### config.mk
export PLATFORM = sky130hd
export DESIGN_NAME = pcileech_sysctl
export DESIGN_NICKNAME = d
export VERILOG_FILES = /design/src/rtl/pcileech_sysctl.sv
export SDC_FILE = /design/constraint.sdc
export NUM_CORES = 1
export LEC_CHECK = 0
export ABC_AREA = 1
export BUFFER_PORTS_ARGS = -buffer_cell sky130_fd_sc_hd__buf_2
export CORE_AREA = 3 3 193 195
export DETAILED_ROUTE_END_ITERATION = 16
export DIE_AREA = 0 0 196 198
export PLACE_DENSITY = 0.5
export SYNTH_ARGS = -nofsm -noshare
export SYNTH_HDL_FRONTEND = slang
export SYNTH_SLANG_ARGS = --single-unit
### constraint.sdc
create_clock -name clk -period 3.8 [get_ports clk]
set_input_delay 0.38 -clock clk [delete_from_list [all_inputs] [get_ports clk]]
set_output_delay 0.38 -clock clk [all_outputs]
set_load 0.02 [all_outputs]
### src/rtl/pcileech_sysctl.sv
// pcileech_sysctl: system reset, 64-bit tick counter, button debounce, LED stretchers and heartbeat
//   clk       in   system clock
//   rst_n     in   synchronous active-low reset
//   btn_in    in   raw asynchronous buttons, active-high
//   act_in    in   activity strobes from cores, active-high
//   rst       out  active-high system reset, released PARAM_RST_CYCLES+1 cycles after rst_n / reset-button release
//   tickcount out  free-running cycle counter, cleared only by rst_n
//   btn_db    out  debounced button levels
//   btn_rise  out  one-cycle pulse per debounced 0->1 edge
//   led_out   out  stretched activity LEDs, PARAM_LED_INVERT polarity applied
//   led_hb    out  heartbeat, tickcount[PARAM_HB_BIT]
// Optional macro PCILEECH_SYSCTL_PWM_EN: dims active LEDs and the heartbeat to tickcount[7:0] < PARAM_PWM_DUTY.
module pcileech_sysctl #(
  parameter int                 NUM_BTN               = 2,
  parameter int                 NUM_LED               = 2,
  parameter int                 PARAM_RST_CYCLES      = 64,
  parameter logic [NUM_BTN-1:0] PARAM_RST_BTN_MASK    = 'b01,
  parameter int                 PARAM_DEBOUNCE_CYCLES = 1000000,
  parameter int                 PARAM_STRETCH_CYCLES  = 5000000,
  parameter logic [NUM_LED-1:0] PARAM_LED_INVERT      = '0,
  parameter int                 PARAM_HB_BIT          = 26,
  parameter logic [7:0]         PARAM_PWM_DUTY        = 8'd255
) (
  input  logic               clk,
  input  logic               rst_n,
  input  logic [NUM_BTN-1:0] btn_in,
  input  logic [NUM_LED-1:0] act_in,
  output logic               rst,
  output logic [63:0]        tickcount,
  output logic [NUM_BTN-1:0] btn_db,
  output logic [NUM_BTN-1:0] btn_rise,
  output logic [NUM_LED-1:0] led_out,
  output logic               led_hb
);
  localparam int DW = $clog2(PARAM_DEBOUNCE_CYCLES + 1);
  localparam int HW = $clog2(PARAM_RST_CYCLES + 1);
  localparam int SW = $clog2(PARAM_STRETCH_CYCLES + 1);
`ifdef PCILEECH_SYSCTL_PWM_EN
  localparam logic PWM_EN = 1'b1;
`else
  localparam logic PWM_EN = 1'b0;
`endif
  typedef enum logic {HOLD, RUN} state_t;
  logic [63:0]        tick_q;
  logic [NUM_BTN-1:0] s1_q, s2_q, db_q, db_d, rise_q;
  logic [DW-1:0]      dcnt_q [NUM_BTN];
  logic [DW-1:0]      dcnt_d [NUM_BTN];
  logic [SW-1:0]      scnt_q [NUM_LED];
  logic [NUM_LED-1:0] act_v;
  logic [HW-1:0]      hold_q;
  state_t             st_q;
  logic               rst_q, btn_hit, pwm_on;
  // A counter reaching the threshold means DEBOUNCE_CYCLES+1 consecutive disagreeing samples.
  always_comb begin
    for (int i = 0; i < NUM_BTN; i++) begin
      db_d[i]   = (s2_q[i] != db_q[i] && dcnt_q[i] == DW'(PARAM_DEBOUNCE_CYCLES)) ? s2_q[i] : db_q[i];
      dcnt_d[i] = (s2_q[i] == db_q[i] || dcnt_q[i] == DW'(PARAM_DEBOUNCE_CYCLES)) ? '0 : dcnt_q[i] + 1'b1;
    end
    for (int i = 0; i < NUM_LED; i++)
      act_v[i] = scnt_q[i] != '0;
  end
  assign btn_hit = |(db_q & PARAM_RST_BTN_MASK);
  // With dimming off the window is always open, so the duty value has no effect.
  assign pwm_on = ~PWM_EN | (tick_q[7:0] < PARAM_PWM_DUTY);
  always_ff @(posedge clk) begin
    if (!rst_n) begin
      tick_q <= '0;
      s1_q   <= '0;
      s2_q   <= '0;
      db_q   <= '0;
      rise_q <= '0;
      for (int i = 0; i < NUM_BTN; i++) dcnt_q[i] <= '0;
      for (int i = 0; i < NUM_LED; i++) scnt_q[i] <= '0;
    end else begin
      tick_q <= tick_q + 64'd1;
      s1_q   <= btn_in;
      s2_q   <= s1_q;
      db_q   <= db_d;
      rise_q <= db_d & ~db_q;
      for (int i = 0; i < NUM_BTN; i++) dcnt_q[i] <= dcnt_d[i];
      for (int i = 0; i < NUM_LED; i++)
        scnt_q[i] <= act_in[i] ? SW'(PARAM_STRETCH_CYCLES) : (act_v[i] ? scnt_q[i] - 1'b1 : scnt_q[i]);
    end
  end
  // Reset FSM: a held masked button pins the hold counter at 0 so the full hold restarts on release.
  always_ff @(posedge clk) begin
    if (!rst_n) begin
      st_q   <= HOLD;
      rst_q  <= 1'b1;
      hold_q <= '0;
    end else if (st_q == RUN) begin
      if (btn_hit) begin
        st_q   <= HOLD;
        rst_q  <= 1'b1;
        hold_q <= '0;
      end
    end else if (btn_hit) begin
      hold_q <= '0;
    end else if (hold_q == HW'(PARAM_RST_CYCLES)) begin
      st_q  <= RUN;
      rst_q <= 1'b0;
    end else begin
      hold_q <= hold_q + 1'b1;
    end
  end
  assign rst       = rst_q;
  assign tickcount = tick_q;
  assign btn_db    = db_q;
  assign btn_rise  = rise_q;
  assign led_out   = (act_v & {NUM_LED{pwm_on}}) ^ PARAM_LED_INVERT;
  assign led_hb    = tick_q[PARAM_HB_BIT] & pwm_on;
endmodule

==> impl_metrics.env <==
export IMPL_status="completed"
export IMPL_design_area_mm2=0.0104
export IMPL_initial_core_util_pct=24.9
export IMPL_antenna_found_initial=0
export IMPL_max_slew_margin_pct=46.5
export IMPL_grt_pass1_vias=8196
export IMPL_track_usage_pct=13.8
export IMPL_initialDrtViolationCount=506
export IMPL_hold_start="btn_in[0]"
export IMPL_internal_power_mw=2.96
export IMPL_cts_tree="built"
export IMPL_routed_wl_um=26300
export IMPL_crit_path_start_kind="register"
export IMPL_antennaDiodeCount=0
export IMPL_ys_types=33
export IMPL_ys_seq_area_share_pct=37.8
export IMPL_worstReg2RegStart="dcnt_q[0][0]"
export IMPL_path_class="reg2out"
export IMPL_seq_area_mm2=0.00334
export IMPL_swShare_pct=26.3
export IMPL_clk_latency_ps=440
export IMPL_hold_viol=0
export IMPL_n_fill_cell=4000
export IMPL_syn_inst=1355
export IMPL_synth_nets=1371
export IMPL_clk_pin_slew_ps=70
export IMPL_drv_cap=0
export IMPL_num_rows=69
export IMPL_worstPathArrival_ps=1870
export IMPL_fin_nets=1449
export IMPL_finalMaxSlewViolations=0
export IMPL_comb_power_share_pct=8.6
export IMPL_ctsRootBufferMaster="clkbuf_16"
export IMPL_cts_setup_buffers=0
export IMPL_cts_buffers=17
export IMPL_grt_pass1_wl_um=42600
export IMPL_fin_ws_ps=1550
export IMPL_final_util_pct=29.1
export IMPL_endpoint_kind="primary output"
export IMPL_p_leak_nw=3.83
export IMPL_wl_per_cell_um=13.8
export IMPL_gr_total_overflow=0
export IMPL_area_growth_pct=17.1
export IMPL_tns_ps=0
export IMPL_p_switching_mw=1.05
export IMPL_final_cell_count_no_fill=1907
export IMPL_report_power_total_mw=4.01
export IMPL_critPathMaxFanout=6
export IMPL_gp_congestion=0.895
export IMPL_htree_levels=4
export IMPL_multiInputGateArea_mm2=0.00497
export IMPL_clock_path_buffers=2
export IMPL_pin_count=78
export IMPL_startpoint="scnt_q[0][23]"
export IMPL_drive_gt1_share_pct=11.8
export IMPL_hp_class="in2reg"
export IMPL_die_h_um=198
export IMPL_period_needed_ps=2250
export IMPL_vias=8525
export IMPL_final_cell_mix="nand2_1 (338), nor2_1 (304), dfxtp_1 (167)"
export IMPL_io_buffers=77
export IMPL_core_area_mm2=0.0356
export IMPL_seq_power_share_pct=45.7
export IMPL_cts_hold_buffers=0
export IMPL_final_common_cell="nand2_1"
export IMPL_dieArea_mm2=0.0388
export IMPL_ant_nets=0
export IMPL_worstMarginPinSlew_ps=800
export IMPL_dp_slack_ps=1770
export IMPL_rsz0062_at_grt="no"
export IMPL_ys_seq_elements=167
export IMPL_via_per_inst=4.47
export IMPL_dp_cells=1875
export IMPL_drc=0
export IMPL_clkPwrFrac_pct=45.7
export IMPL_place_hpwl_um=20600
export IMPL_syn_cell_area_mm2=0.00884
export IMPL_vdd_drop_max_mv=0.276
export IMPL_clock_fmax_ghz=0.445
export IMPL_grt_max_degree=40
export IMPL_die_w_um=196
export IMPL_yosysWarnings=0
export IMPL_powerDensity_mw_per_mm2=387
export IMPL_placed_cell_area_mm2=0.00974
export IMPL_syn_area_per_cell_um2=6.53
export IMPL_cts_resized=0
export IMPL_finClkSkew_ps=13.9
export IMPL_setup_violations=0
export IMPL_layout_worst_path_cycle_share_pct=59.1
export IMPL_cp_required_ps=3420
export IMPL_clock_sinks=167
export IMPL_holdWs_ps=140
export IMPL_drtPass1Iterations=5
## state kept, by name (all words and copies together), names as in the netlist, 2 cells and up
name,count
btn_db,2
btn_rise,2
dcnt_q,40
hold_q,7
s1_q,2
s2_q,2
scnt_q,46
tickcount,64
## power groups by stage
stage	Combinational (mW)	Clock, mW	Sequential [mW]
finish	0.344	1.83	1.83
global route	0.401	1.97	1.84
CTS	0.346	1.91	1.83
detailed placement	0.343	0	1.87
global placement	0.341	0	1.87
floorplan	0.270	0	1.86
## final timing paths
| kind | to | slack, ps | cells after the start |
|---|---|---|---|
| worst max-delay path | led_out[1] | 1550 | 6 |
| worst min-delay path | s1_q[0] | 140 | 3 |
| worst max register to register | dcnt_q[0][2] | 1900 | 7 |
| worst min register to register | s2_q[1] | 420 | 2 |
## cell families (layout without fill, tap and decap cells)
family | count (synthesis) | after routing | synth area share, %
and+or+nand+nor | 850 | 850 | 41.4
DFF | 167 | 167 | 37.8
buffers and inverters | 140 | 231 | 6.05
AOI/OAI and AO/OA | 131 | 131 | 7.72
xor gates and xnor gates | 57 | 57 | 5.64
adders and majority gates | 10 | 10 | 1.41
## layout make-up
type                    count  area share (%)
multi-input cells        1048            48.0
flip-flops and latches    167            32.3
well taps                 461            5.57
inverters                 120            4.35
clock buffers              17            4.11
repair buffers             79            3.87
clock inverters            15            1.85
## worst max-delay path, stage by stage (launching register included)
cell and delay, ps:
dfxtp_1 320, inv_1 140, ha_1 250, nand2_1 130
nor2_1 160, nand3_1 210, buf_2 230
## cell usage after synthesis (all sizes together)
cell type	number	area (um2)
inv	120	450
xor2	36	315
buf	6	32.5
or2	19	119
nor2	333	1360
nand3	87	450
a21o	5	37.5
o21ai	36	180
nor3	15	85.1
nor4	2	12.5
clkbuf	14	52.6
nand2	353	1360
o21bai	1	7.51
xnor2	21	184
a21oi	85	429
and3	1	6.26
a211oi	1	7.51
o21a	2	15.0
nor3b	3	22.5
nand4	37	238
ha	10	125
a31oi	1	6.26
dfxtp	167	3340
## per-layer routing
layer  vias to the layer above  track usage [%]  share of wire, %
li1                       4467                -                 -
met1                      3862             17.6                46
met2                       169             22.5                46
met3                        27             3.28               5.6
met4                         0             5.47               2.4
met5                         -                0                 0
Power figures use the tool's default switching activity.
